## config.mk

```make
export PLATFORM = sky130hd
export DESIGN_NAME = conv_sequencer
export DESIGN_NICKNAME = d
export VERILOG_FILES = /design/src/rtl/conv_sequencer.sv
export SDC_FILE = /design/constraint.sdc
export NUM_CORES = 1
export LEC_CHECK = 0
export CAP_MARGIN = 10
export CORE_AREA = 2 2 92 94
export DETAILED_ROUTE_END_ITERATION = 12
export DIE_AREA = 0 0 94 96
export PLACE_DENSITY_LB_ADDON = 0.2
export SYNTH_ARGS = -nofsm -noshare
export SYNTH_HDL_FRONTEND = slang
export SYNTH_SLANG_ARGS = --single-unit
```

## constraint.sdc

```tcl
create_clock -name clk -period 2.4 [get_ports clk]
set_input_delay 0.48 -clock clk [delete_from_list [all_inputs] [get_ports clk]]
set_output_delay 0.48 -clock clk [all_outputs]
set_load 0.01 [all_outputs]
```

## src/rtl/conv_sequencer.sv

```systemverilog
// conv_sequencer: control FSM for the convolution accelerator datapath.
// Loads kernel then input words from the host bus into the operand memories,
// walks every (output, tap) pair issuing one memory read per cycle, pipelines
// the mult/accumulate/commit strobes, then drains the output queue to the host.
// Never touches data: drives only enables, addresses and mode bits.
//
// Ports
//   clk, rst            clock; asynchronous active-low reset
//   start/in_len/k_len  job request (sampled in IDLE only)
//   in_valid/in_ready   host word handshake during LOAD_K / LOAD_I
//   kr_wr_en/in_wr_en   memory write strobes, wr_word_idx = host word index
//   kr_rd_en/in_rd_en   memory read enables, kr_rd_addr = tap, in_rd_addr = o+t
//   en_mult/en_accum    multiplier / accumulator enables (issue + 1)
//   accum_first         accumulator loads instead of adds (tap 0)
//   out_wr_en           commit dot product to output queue (issue + 2)
//   out_rd_en/valid     output queue pop / result valid toward host
//   out_ready           host accepts a result
//   busy/done/err       status: not idle / job-end pulse / rejected-job pulse
module conv_sequencer #(
  parameter int IN_DEPTH       = 32,
  parameter int K_DEPTH        = 16,
  parameter int ELEMS_PER_WORD = 4,
  localparam int IAW = $clog2(IN_DEPTH),
  localparam int KAW = $clog2(K_DEPTH)
) (
  input  logic           clk,
  input  logic           rst,
  input  logic           start,
  input  logic [IAW:0]   in_len,
  input  logic [KAW:0]   k_len,
  input  logic           in_valid,
  output logic           in_ready,
  output logic           kr_wr_en,
  output logic           in_wr_en,
  output logic [IAW-1:0] wr_word_idx,
  output logic           kr_rd_en,
  output logic           in_rd_en,
  output logic [KAW-1:0] kr_rd_addr,
  output logic [IAW-1:0] in_rd_addr,
  output logic           en_mult,
  output logic           en_accum,
  output logic           accum_first,
  output logic           out_wr_en,
  output logic           out_rd_en,
  input  logic           out_ready,
  output logic           valid,
  output logic           busy,
  output logic           done,
  output logic           err
);
  localparam int WSH = $clog2(ELEMS_PER_WORD);
  localparam int CW  = IAW + 1;

  typedef enum logic [2:0] {IDLE, LOAD_K, LOAD_I, COMPUTE, FLUSH, DRAIN, FIN} state_t;

  state_t         state_q, state_d;
  logic [CW-1:0]  kw_q, kw_d, iw_q, iw_d, nout_q, nout_d, pops_q, pops_d;
  logic [KAW:0]   klen_q, klen_d;
  logic [IAW-1:0] wcnt_q, wcnt_d, o_q, o_d;
  logic [KAW-1:0] t_q, t_d;
  logic           flush_q, flush_d, valid_q, valid_d, err_q, err_d;
  // Issue pipeline: stage 1 drives mult/accum, stage 2 drives the commit.
  logic [2:1]     vld_pipe_q, vld_pipe_d, last_pipe_q, last_pipe_d;
  logic           first_q, first_d;

  logic           issue, t_last, o_last, job_bad;
  logic [CW-1:0]  kw_new, iw_new;

  assign job_bad = (k_len == '0) || (in_len == '0) || (CW'(k_len) > in_len);
  // Word counts rounded up: a partial last host word still has to be accepted.
  assign kw_new  = (CW'(k_len) + CW'(ELEMS_PER_WORD - 1)) >> WSH;
  assign iw_new  = (in_len + CW'(ELEMS_PER_WORD - 1)) >> WSH;
  assign t_last  = ({1'b0, t_q} == klen_q - 1'b1);
  assign o_last  = ({1'b0, o_q} == nout_q - 1'b1);

  always_comb begin
    state_d     = state_q;
    kw_d        = kw_q;
    iw_d        = iw_q;
    nout_d      = nout_q;
    pops_d      = pops_q;
    klen_d      = klen_q;
    wcnt_d      = wcnt_q;
    o_d         = o_q;
    t_d         = t_q;
    flush_d     = flush_q;
    valid_d     = valid_q;
    err_d       = 1'b0;
    issue       = 1'b0;
    in_ready    = 1'b0;
    kr_wr_en    = 1'b0;
    in_wr_en    = 1'b0;
    wr_word_idx = '0;
    kr_rd_en    = 1'b0;
    in_rd_en    = 1'b0;
    kr_rd_addr  = '0;
    in_rd_addr  = '0;
    out_rd_en   = 1'b0;
    done        = 1'b0;
    case (state_q)
      IDLE: if (start) begin
        if (job_bad) err_d = 1'b1;
        else begin
          state_d = LOAD_K;
          klen_d  = k_len;
          kw_d    = kw_new;
          iw_d    = iw_new;
          nout_d  = in_len - CW'(k_len) + 1'b1;
          wcnt_d  = '0;
          o_d     = '0;
          t_d     = '0;
          pops_d  = '0;
          flush_d = 1'b0;
          valid_d = 1'b0;
        end
      end
      LOAD_K: begin
        in_ready    = 1'b1;
        wr_word_idx = wcnt_q;
        if (in_valid) begin
          kr_wr_en = 1'b1;
          if (CW'(wcnt_q) == kw_q - 1'b1) begin
            wcnt_d  = '0;
            state_d = LOAD_I;
          end else wcnt_d = wcnt_q + 1'b1;
        end
      end
      LOAD_I: begin
        in_ready    = 1'b1;
        wr_word_idx = wcnt_q;
        if (in_valid) begin
          in_wr_en = 1'b1;
          if (CW'(wcnt_q) == iw_q - 1'b1) begin
            wcnt_d  = '0;
            state_d = COMPUTE;
          end else wcnt_d = wcnt_q + 1'b1;
        end
      end
      COMPUTE: begin
        issue      = 1'b1;
        kr_rd_en   = 1'b1;
        in_rd_en   = 1'b1;
        kr_rd_addr = t_q;
        in_rd_addr = o_q + IAW'(t_q);
        if (t_last) begin
          t_d = '0;
          if (o_last) state_d = FLUSH;
          else        o_d     = o_q + 1'b1;
        end else t_d = t_q + 1'b1;
      end
      FLUSH: begin
        flush_d = 1'b1;
        if (flush_q) state_d = DRAIN;
      end
      DRAIN: begin
        if (pops_q != nout_q) out_rd_en = out_ready;
        // Pop only when the host takes the current result, so a pop both
        // retires the old result and presents the next one.
        if (out_rd_en) begin
          pops_d  = pops_q + 1'b1;
          valid_d = 1'b1;
        end else if (out_ready) valid_d = 1'b0;
        if ((pops_q == nout_q) && valid_q && out_ready) state_d = FIN;
      end
      FIN: begin
        done    = 1'b1;
        state_d = IDLE;
      end
      default: state_d = IDLE;
    endcase
    vld_pipe_d  = {vld_pipe_q[1], issue};
    last_pipe_d = {last_pipe_q[1], issue & t_last};
    first_d     = issue & (t_q == '0);
  end

  always_ff @(posedge clk or negedge rst) begin
    if (!rst) begin
      state_q     <= IDLE;
      kw_q        <= '0;
      iw_q        <= '0;
      nout_q      <= '0;
      pops_q      <= '0;
      klen_q      <= '0;
      wcnt_q      <= '0;
      o_q         <= '0;
      t_q         <= '0;
      flush_q     <= 1'b0;
      valid_q     <= 1'b0;
      err_q       <= 1'b0;
      vld_pipe_q  <= '0;
      last_pipe_q <= '0;
      first_q     <= 1'b0;
    end else begin
      state_q     <= state_d;
      kw_q        <= kw_d;
      iw_q        <= iw_d;
      nout_q      <= nout_d;
      pops_q      <= pops_d;
      klen_q      <= klen_d;
      wcnt_q      <= wcnt_d;
      o_q         <= o_d;
      t_q         <= t_d;
      flush_q     <= flush_d;
      valid_q     <= valid_d;
      err_q       <= err_d;
      vld_pipe_q  <= vld_pipe_d;
      last_pipe_q <= last_pipe_d;
      first_q     <= first_d;
    end
  end

  assign en_mult     = vld_pipe_q[1];
  assign en_accum    = vld_pipe_q[1];
  assign accum_first = vld_pipe_q[1] & first_q;
  assign out_wr_en   = vld_pipe_q[2] & last_pipe_q[2];
  assign valid       = valid_q;
  assign err         = err_q;
  assign busy        = (state_q != IDLE);
endmodule

```

==> reports/summary.md, run 1 <==
## Outcome
- finished clean — run status

## Pwr
- 2.37 nW — static leakage
- 0.599 — combinational group share of total power
- 3.02 mW — P_int
- 1080 nW/um^2 — power per cell area
- 0.389 mV — Max IR drop VDD
- 0.280 — fraction of power consumed by sequential logic
- 0.121 — clock network power share
- 0.421 — share of total power consumed by net switching
- 2.19 mW — NetSw

## STA
- true — setup repair after global routing missed its margin
- 2.40 ns — minimum clock period after layout
- 0 — Final Setup Violations
- 0.00542 ns — final clock skew
- 0 ns — Final TNS setup
- 0 — final max-slew violation count
- 0.632 — Slew HR
- 0.149 ns — Hold WS
- 0.553 ns — Worst-Margin Slew
- 0 — final count of hold timing violations
- 417 MHz — achievable clock frequency
- 1.00 — ratio of final minimum period to clock period

## Yosys
- 50 x sky130_fd_sc_hd__dfrtp_1, 44 x sky130_fd_sc_hd__nand2_1, 32 x sky130_fd_sc_hd__nor2_1 — most used standard cells in the synthesized netlist
- 3530 sq um — Syn Std Cell Area
- sky130_fd_sc_hd__dfrtp_1 — most frequently used cell type in the post-synthesis netlist
- 8.90 sq um — Post-Syn Area per Cell
- 50 — post-synthesis sequential element count
- 0 — YS warnings
- sky130_fd_sc_hd__dfrtp_1 35%, sky130_fd_sc_hd__ha_1 9.2%, sky130_fd_sc_hd__xnor2_1 6.0%, sky130_fd_sc_hd__xor2_1 5.7%, sky130_fd_sc_hd__nand2_1 4.7% — Area contributors post-synth
- 0.354 — register area share after synthesis
- 0 — number of flops mapped to enable cells by yosys
- 56 — number of distinct library cells after synthesis
- sky130_fd_sc_hd__dfrtp_1 — most used flip-flop cell after synthesis
- sky130_fd_sc_hd__dfrtp_1 — cell type with the highest aggregate area in the netlist
- 1.00 — share of async-settable or async-resettable flops after synthesis
- 397 — Cells after Synth
- 0.354 — top cell type's share of synthesized area
- 441 — post-synth net total

## Setup path
- 8 — Worst R2R Path Depth
- register to output port — Worst Setup Path Type
- 2 — peak fanout along the critical path
- output port — endpoint type of the worst setup path
- register — CP startpoint kind
- 1.92 ns — CP arrival
- 1.92 ns — data required time of the worst path

## Global routing
- 0 — GR Overflow Total
- 0.201 — Global Route Usage Sum
- 14,500 um — wire length of the first global-routing pass
- 0.248 — met1 Track Usage GR
- 0.0282 — GR Layer Usage met3
- 3,144 — vias in the first global route
- 0 — initial antenna violation count
- 0.366 — met2 usage
- met2 — busiest layer in global routing
- 33 — maximum number of pins on one net before global-route repair

## Drt
- 5.19 — DR vias/cell
- 0 — number of remaining DRC errors
- 14.1 um — routed len/inst
- 76 — drt initial violations
- 4 — detailed-routing iteration count for the pre-antenna-repair pass
- 0 — count of nets left with antenna violations after detail routing
- 8500 um — routed wire length
- 3,130 — count of vias placed by the detailed router

## Floorplan
- 0.439 — Initial Util
- 96 um — Die Height
- 94 um — die outline width
- 44 — number of I/O pins
- 33 — Placement Rows
- 8050 sq um — area of the core region
- 9020 sq um — area of the die

## Clocking
- 2 — Clock H-tree levels
- 5 — clock buffers created by TritonCTS
- sky130_fd_sc_hd__clkbuf_8 — root buf cell
- 50 — Sink Count
- 2 — buffers from clock root to sink, at most
- done — TritonCTS clock tree
- 0.10 ns — clock slew at reported path FFs
- 0.31 ns — clock insertion delay at the later pin of the skew report

## Cells and area
- 739 — fill cell instance count of the final layout
- 36.9% — area added between synthesis and finish
- 0.255 — fraction of layout cells with a size suffix above 1
- 541 — Net count, final
- 0.601 — final core area utilization
- 0 — count of antenna diodes in the layout

## Placed design
- 0.889 — weighted congestion reported at the end of routability-driven placement
- 6370 um — Post-DP HPWL
- 43 — Port Buffer Count

## Min path
- input port to async pin — worst min path class

## Run
- 0 — max-capacitance violation count

## kinds of logic after synthesis
group,synth area share
xor+xnor,0.117
compound gates,0.152
buf+inv,0.0524
mux,0.0205
flops,0.354
fa+ha+maj,0.103
simple gates,0.201
## registers in the layout, indices dropped and copies added (netlist names)
name and cells:
err 1, last_pipe_q 2, valid 1, t_q 4, kw_q 4, pops_q 6, nout_q 6, wcnt_q 5
flush_q 1, klen_q 5, o_q 5, first_q 1, vld_pipe_q 2, state_q 3, iw_q 4
## critical path: stages, from the launching register on
cell	delay, ns
sky130_fd_sc_hd__dfrtp_1	0.39
sky130_fd_sc_hd__ha_2	0.20
sky130_fd_sc_hd__fa_2	0.36
sky130_fd_sc_hd__a21o_1	0.18
sky130_fd_sc_hd__a21oi_2	0.15
sky130_fd_sc_hd__xor2_1	0.15
sky130_fd_sc_hd__nor2_1	0.05
sky130_fd_sc_hd__buf_2	0.13
## cells in the final DEF (no fill, tap or decap), types with 5 or more instances in the layout
| cell | instances |
|---|---|
| sky130_fd_sc_hd__buf_4 | 64 |
| sky130_fd_sc_hd__dfrtp_1 | 47 |
| sky130_fd_sc_hd__nand2_1 | 41 |
| sky130_fd_sc_hd__nor2_1 | 31 |
| sky130_fd_sc_hd__xor2_1 | 23 |
| sky130_fd_sc_hd__xnor2_1 | 23 |
| sky130_fd_sc_hd__clkdlybuf4s50_1 | 21 |
| sky130_fd_sc_hd__inv_1 | 20 |
| sky130_fd_sc_hd__ha_1 | 20 |
| sky130_fd_sc_hd__o21ai_0 | 17 |
| sky130_fd_sc_hd__nand3_1 | 12 |
| sky130_fd_sc_hd__and2_1 | 11 |
| sky130_fd_sc_hd__a21oi_1 | 9 |
| sky130_fd_sc_hd__dlymetal6s2s_1 | 9 |
| sky130_fd_sc_hd__nor3_1 | 8 |
| sky130_fd_sc_hd__inv_2 | 7 |
| sky130_fd_sc_hd__nand4_1 | 6 |
| sky130_fd_sc_hd__a31oi_1 | 6 |
| sky130_fd_sc_hd__mux2i_1 | 5 |
| sky130_fd_sc_hd__o21ai_1 | 5 |
| sky130_fd_sc_hd__ha_4 | 5 |
| sky130_fd_sc_hd__clkbuf_8 | 5 |
## power by group through the flow
| stage | combinational, mW | clock (mW) | sequential, mW |
|---|---|---|---|
| floorplan | 1.95 | 0 | 1.38 |
| global placement | 2.75 | 0 | 1.49 |
| detailed placement | 2.82 | 0 | 1.50 |
| CTS | 3.00 | 0.645 | 1.46 |
| global route | 3.50 | 0.676 | 1.50 |
| finish | 3.12 | 0.632 | 1.46 |
## layout make-up
class / count / area [sq um] / area share
clock buffer: 5 / 68.8 / 0.0142
tap: 105 / 131 / 0.0272
clock inverter: 3 / 47.5 / 0.00983
multi-input combinational: 302 / 2270 / 0.469
timing repair buffer: 110 / 955 / 0.197
inverter: 28 / 109 / 0.0225
sequential: 50 / 1250 / 0.259
## metrics by stage
stage	instances	power, mW	instance area [sq um]	setup WS, ns
floorplan	397	3.34	3530	0.0280
global placement	580	4.24	4430	-0.525
detailed placement	580	4.32	4430	-0.620
CTS	597	5.10	4690	-0.0472
global route	603	5.67	4840	-0.0526
finish	603	5.21	4840	0.00000244
## per-layer routing
| metal | part of all wire | wire [um] |
|---|---|---|
| met1 | 0.46 | 3880 |
| met2 | 0.51 | 4290 |
| met3 | 0.024 | 206 |
| met4 | 0.014 | 116 |
| met5 | 0 | 0 |
## worst paths after layout
kind / start / endpoint / slack [ns]
max: o_q[0]$_DFFE_PN0P_ / in_rd_addr[4] / 0.000002
min: rst / o_q[1]$_DFFE_PN0P_ / 0.15
max reg2reg: kw_q[0]$_DFFE_PN0P_ / wcnt_q[3]$_DFFE_PN0P_ / 0.15
min reg2reg: last_pipe_q[1]$_DFF_PN0_ / last_pipe_q[2]$_DFF_PN0_ / 0.36
max in group asynchronous: rst / iw_q[0]$_DFFE_PN0P_ / 1.71
min in group clk: last_pipe_q[1]$_DFF_PN0_ / last_pipe_q[2]$_DFF_PN0_ / 0.36
## repair_timing
item                       4_1_cts  5_1_grt
buffers inserted                 9        6
resized for setup               35       39
setup endpoints to repair       59       50
pin swaps                       12       13
hold buffers                     0        0
No activity file was read; power rests on OpenSTA's default activity.
==> run 2, diff against run 1 <==
Settings changed: HOLD_SLACK_MARGIN set to 0.05, PLACE_DENSITY set to 0.64, PLACE_DENSITY_LB_ADDON 0.2 to unset.
==> reports/summary.md, run 2 (synthesis results as in run 1) <==
## Outcome
- finished clean — run status

## STA
- true — setup repair after global routing missed its margin
- 0 — Final Setup Violations, unchanged
- 0.570 — Slew HR, -0.0617
- 418 MHz — achievable clock frequency, +0.30%
- 0 — final max-slew violation count, unchanged
- 0 — final count of hold timing violations, unchanged
- 0.645 ns — Worst-Margin Slew, +0.0925 ns
- 0.00888 ns — final clock skew, +0.00346 ns
- 0 ns — Final TNS setup, unchanged
- 0.997 — ratio of final minimum period to clock period, -0.00295
- 0.00708 ns — setup ws final, +0.00708 ns
- 2.39 ns — minimum clock period after layout, -0.00708 ns

## Floorplan
- 94 um — die outline width, unchanged
- 9020 sq um — area of the die, unchanged
- 44 — number of I/O pins, unchanged
- 96 um — Die Height, unchanged
- 0.439 — Initial Util, unchanged
- 8050 sq um — area of the core region, unchanged
- 33 — Placement Rows, unchanged

## Clocking
- 0.31 ns — clock insertion delay at the later pin of the skew report, about the same
- 2 — Clock H-tree levels, unchanged
- 5 — clock buffers created by TritonCTS, unchanged
- sky130_fd_sc_hd__clkbuf_8 — root buf cell
- 0.10 ns — clock slew at reported path FFs, about the same
- 2 — buffers from clock root to sink, at most, unchanged
- 50 — Sink Count, unchanged
- done — TritonCTS clock tree

## Pwr
- 0.283 — fraction of power consumed by sequential logic, +0.003
- 5.27 mW — total power, +1.0%
- 0.602 — combinational group share of total power, +0.003
- 0.363 mV — Max IR drop VDD, -6.7%
- 0.420 — share of total power consumed by net switching, -0.00105
- 0.115 — clock network power share, -0.006
- 2.41 nW — static leakage, +1.4%
- 1090 nW/um^2 — power per cell area, +0.87%
- 2.21 mW — NetSw, +0.80%
- 3.06 mW — P_int, +1.2%

## Setup path
- register to output port — Worst Setup Path Type
- 2 — peak fanout along the critical path, unchanged
- 0.43 ns — delay of the slowest critical-path stage, +0.04 ns
- register — CP startpoint kind
- 1 — count of buffering cells on the critical path with inverters included, unchanged
- sky130_fd_sc_hd__dfrtp_1 — Slowest-stage cell, CP
- output port — endpoint type of the worst setup path
- ha_4 > fa_2 > a21o_1 > a21oi_2 > xor2_1 > nor2_1 > clkbuf_2 — crit-path cells
- 1.91 ns — CP arrival, about the same
- adder cells — gate family responsible for the most delay along the worst path
- 1.92 ns — data required time of the worst path, about the same

## Drt
- 0 — number of remaining DRC errors, unchanged
- 4410 um — routed length on met2, +2.8%
- 4050 um — Routed met1 length, +4.4%
- 0 — count of nets left with antenna violations after detail routing, unchanged
- 216 um — routed wire length on met3, +4.9%
- 3,134 — count of vias placed by the detailed router, +0.13%
- 140 — drt initial violations, +84%
- 8770 um — routed wire length, +3.2%
- 5.17 — DR vias/cell, -0.37%
- 14.5 um — routed len/inst, +2.7%
- met4 — top layer used by detailed routing
- 4 — detailed-routing iteration count for the pre-antenna-repair pass, unchanged

## Global routing
- 0 — GR Overflow Total, unchanged
- 3,024 — vias in the first global route, -3.8%
- 14,400 um — wire length of the first global-routing pass, -0.71%
- 51 — maximum number of pins on one net before global-route repair, +55%
- 0.202 — Global Route Usage Sum, +0.000266
- 0 — initial antenna violation count, unchanged

## Cells and area
- 606 — post-layout instance count excluding filler cells, +0.50%
- 0.602 — final core area utilization, +0.00109
- 544 — Net count, final, +0.55%
- 0 — count of antenna diodes in the layout, unchanged
- 68 x sky130_fd_sc_hd__buf_4, 44 x sky130_fd_sc_hd__dfrtp_1, 42 x sky130_fd_sc_hd__nand2_1, 30 x sky130_fd_sc_hd__nor2_1 — top library cells by usage in the layout, fill and taps aside
- sky130_fd_sc_hd__buf_4 — commonest non-fill, non-tap cell in the layout
- 0.250 — fraction of layout cells with a size suffix above 1, -0.00552
- nout_q: 6 flops, pops_q: 6 flops — leading registers by flop count
- 37.2% — area added between synthesis and finish

## Placed design
- -0.530 ns — Place WS, +0.0905 ns
- 6470 um — Post-DP HPWL, +1.5%
- 43 — Port Buffer Count, unchanged
- 580 — instance count after placement with tap cells included, unchanged
- 0.837 — weighted congestion reported at the end of routability-driven placement, -5.9%

## Min path
- input port to async pin — worst min path class

## Run
- 0 — max-capacitance violation count, unchanged

==> run 2: cell count changes in the layout (fill, tap and decap cells not counted), moves of 3 or more <==
cell and change:
sky130_fd_sc_hd__clkdlybuf4s15_1 -3, sky130_fd_sc_hd__buf_4 +4, sky130_fd_sc_hd__inv_1 +4, sky130_fd_sc_hd__inv_2 -3, sky130_fd_sc_hd__dfrtp_1 -3, sky130_fd_sc_hd__dlygate4sd2_1 +5, sky130_fd_sc_hd__dfrtp_2 +3
==> run 2: power by group through the flow <==
| stage | clock network, mW | logic (mW) | registers [mW] |
|---|---|---|---|
| after global placement | 0 | 2.77 | 1.50 |
| after global routing | 0.669 | 3.53 | 1.54 |
| after floorplan | 0 | 1.95 | 1.38 |
| after detailed placement | 0 | 2.85 | 1.51 |
| after CTS | 0.621 | 3.01 | 1.48 |
| final | 0.606 | 3.17 | 1.49 |
==> run 2: metrics by stage <==
stage | area (sq um) | hold slack, ns
detailed placement | 4410 | 0.337
global route | 4850 | 0.337
finish | 4850 | 0.269
global placement | 4410 | 0.332
CTS | 4680 | 0.300
floorplan | 3530 | 0.184
==> run 2: what timing repair did <==
| action | in CTS | in global routing |
|---|---|---|
| setup endpoints to repair | 61 | 28 |
| setup buffers | 5 | 12 |
| pin swaps | 8 | 9 |
| gates resized for setup | 40 | 29 |
| gates cloned | 0 | 1 |
| hold buffers | 0 | 0 |
==> run 2: layout make-up <==
cell class | count | area (sq um)
Timing Repair Buffer | 113 | 965
Sequential cell | 50 | 1260
Tap cell | 105 | 131
Multi-Input combinational cell | 302 | 2280
Inverter | 28 | 105
Fill cell | 709 | 3210
Clock buffer | 6 | 72.6
Clock inverter | 2 | 37.5
==> run 2: final timing paths <==
| path | start | end | slack, ns | cells after the start |
|---|---|---|---|---|
| setup reg to reg | iw_q[0]$_DFFE_PN0P_ | wcnt_q[3]$_DFFE_PN0P_ | 0.17 | 8 |
| min in group clk | last_pipe_q[1]$_DFF_PN0_ | last_pipe_q[2]$_DFF_PN0_ | 0.36 | 0 |
| hold reg to reg | last_pipe_q[1]$_DFF_PN0_ | last_pipe_q[2]$_DFF_PN0_ | 0.36 | 0 |
| hold / removal | rst | o_q[4]$_DFFE_PN0P_ | 0.27 | 2 |
| max in group asynchronous | rst | state_q[2]$_DFFE_PN0P_ | 1.66 | 2 |
| setup / recovery | t_q[0]$_DFFE_PN0P_ | in_rd_addr[4] | 0.007 | 7 |
==> run 2: layer usage <==
metal  vias to the layer above  global-route usage
met5                         -                   0
met4                         0              0.0640
met3                         6              0.0227
met2                        64               0.365
met1                      1487               0.252
li1                       1577                   -
==> run 3, diff against run 2 <==
Settings changed: CORE_AREA 2 2 92 94 to 2 2 84 86, DIE_AREA 0 0 94 96 to 0 0 86 88, PLACE_DENSITY 0.64 to 0.75, SETUP_SLACK_MARGIN set to 0.4.
==> reports/summary.md, run 3 (synthesis results as in run 1) <==
## Clocking
- sky130_fd_sc_hd__clkbuf_8 — root buf cell
- 5 — clock buffers created by TritonCTS, unchanged
- 2 — buffers from clock root to sink, at most, unchanged
- done — TritonCTS clock tree
- 50 — Sink Count, unchanged
- 2 — Clock H-tree levels, unchanged
- 0.10 ns — clock slew at reported path FFs, about the same
- 0 — Post-CTS Hold Fix Bufs, unchanged
- 0.31 ns — clock insertion delay at the later pin of the skew report, about the same

## STA
- true — setup repair after global routing missed its margin
- 2 — Final Setup Violations, +2
- -0.121 ns — setup ws final, -0.128 ns
- 397 MHz — achievable clock frequency, -5.1%
- 0.551 — Slew HR, -0.0184
- 0 — final max-slew violation count, unchanged
- -0.225 ns — Final TNS setup, -0.225 ns
- 2.52 ns — minimum clock period after layout, +0.128 ns
- 0 — final count of hold timing violations, unchanged
- 0.139 ns — Hold WS, -0.130 ns
- 0.667 ns — Worst-Margin Slew, +0.0219 ns
- 0.0109 ns — final clock skew, +0.00203 ns
- 1.05 — ratio of final minimum period to clock period, +0.0533

## Drt
- 0 — count of nets left with antenna violations after detail routing, unchanged
- 4,104 — count of vias placed by the detailed router, +31%
- 6.52 — DR vias/cell, +26%
- 423 — drt initial violations, +200%
- 5 — detailed-routing iteration count for the pre-antenna-repair pass, +1
- 25.1 um — routed len/inst, +73%
- 0 — number of remaining DRC errors, unchanged
- 15,800 um — routed wire length, +80%

## Setup path
- 2 — peak fanout along the critical path, unchanged
- register to output port — Worst Setup Path Type
- sky130_fd_sc_hd__buf_6 — most frequent cell on the critical path
- register — CP startpoint kind
- 0.42 ns — delay of the slowest critical-path stage, about the same
- 1.92 ns — data required time of the worst path, about the same
- 2.04 ns — CP arrival, +0.13 ns
- output port — endpoint type of the worst setup path
- ha_2 > fa_2 > buf_4 > buf_6 > buf_6 > xnor2_2 > nor2_1 > buf_2 — crit-path cells
- sky130_fd_sc_hd__dfrtp_1 — Slowest-stage cell, CP

## Cells and area
- 0.892 — final core area utilization, +0.290
- 5920 sq um — final std cell area, no fill, +22%
- 629 — post-layout instance count excluding filler cells, +3.8%
- 67.7% — area added between synthesis and finish
- 79 x sky130_fd_sc_hd__buf_4, 47 x sky130_fd_sc_hd__dfrtp_1, 45 x sky130_fd_sc_hd__buf_6, 22 x sky130_fd_sc_hd__nor2_1, 22 x sky130_fd_sc_hd__xor2_1 — top library cells by usage in the layout, fill and taps aside
- sky130_fd_sc_hd__buf_4 — commonest non-fill, non-tap cell in the layout
- 0.519 — fraction of layout cells with a size suffix above 1, +0.270
- nout_q: 6 flops, pops_q: 6 flops — leading registers by flop count
- 592 — Net count, final, +8.8%
- 0 — count of antenna diodes in the layout, unchanged

## Floorplan
- 88 um — Die Height, -8.3%
- 0.532 — Initial Util, +0.0929
- 7570 sq um — area of the die, -16%
- 30 — Placement Rows, -9.1%
- 44 — number of I/O pins, unchanged
- 86 um — die outline width, -8.5%
- 6640 sq um — area of the core region, -17%

## Placed design
- 6630 um — Post-DP HPWL, +2.4%
- 43 — Port Buffer Count, unchanged
- 4510 sq um — Post-DP Area, +2.4%
- 0.823 — weighted congestion reported at the end of routability-driven placement, -1.6%
- -0.544 ns — Place WS, -0.0140 ns
- 557 — instance count after placement with tap cells included, -4.0%

## Pwr
- 0.776 mV — Max IR drop VDD, +110%
- 2.75 nW — static leakage, +14%
- 1270 nW/um^2 — power per cell area, +17%
- 7.52 mW — total power, +43%

## Global routing
- 18,500 um — wire length of the first global-routing pass, +29%
- 0 — GR Overflow Total, unchanged
- 0 — initial antenna violation count, unchanged
- 0.313 — Global Route Usage Sum, +0.112
- 3,772 — vias in the first global route, +25%
- 30 — maximum number of pins on one net before global-route repair, -41%

## Run
- 0 — max-capacitance violation count, unchanged

## Outcome
- finished with violations — run status
- setup timing — failing checks

## Min path
- input port to async pin — worst min path class

-- run 3: final cells by class --
type	count	area [sq um]
clock buffer	6	72.6
clock inverter	2	37.5
fill	248	719
inverter	28	135
multi-input combinational	302	2810
sequential	50	1250
tap	80	100
timing repair buffer	161	1520
-- run 3: worst max-delay path: cells and delay by family (launching register included) --
kind	cells	cell delay, ns
xor gates and xnor gates	1	0.11
and+or+nand+nor	1	0.12
DFF	1	0.42
adders and majority gates	2	0.55
buffers and inverters	4	0.51
-- run 3: what timing repair did --
item,in CTS,in global routing
pin swaps,47,35
cloned,5,0
resized for setup,221,121
setup endpoints to repair,67,61
buffers inserted,37,22
-- run 3: power by group --
part | switching (mW) | internal [mW]
clock network | 0.315 | 0.312
logic | 2.78 | 2.58
registers | 0.395 | 1.14
-- run 3: final timing paths --
check,from,slack (ns),to,cells after the start
worst max register to register,nout_q[0]$_DFFE_PN0P_,0.11,state_q[0]$_DFFE_PN0P_,11
max in group asynchronous,rst,1.68,state_q[0]$_DFFE_PN0P_,2
worst max-delay path,t_q[0]$_DFFE_PN0P_,-0.12,in_rd_addr[2],8
worst min-delay path,rst,0.14,first_q$_DFF_PN0_,1
min in group clk,last_pipe_q[1]$_DFF_PN0_,0.36,last_pipe_q[2]$_DFF_PN0_,0
worst min register to register,last_pipe_q[1]$_DFF_PN0_,0.36,last_pipe_q[2]$_DFF_PN0_,0
-- run 3: routing by layer --
metal | GRT usage | wire [um] | vias to the layer above
met1 | 0.374 | 5550 | 1946
met3 | 0.0424 | 1380 | 113
li1 | - | - | 1674
met4 | 0.136 | 1100 | 0
met5 | 0 | 0 | -
met2 | 0.564 | 7770 | 371
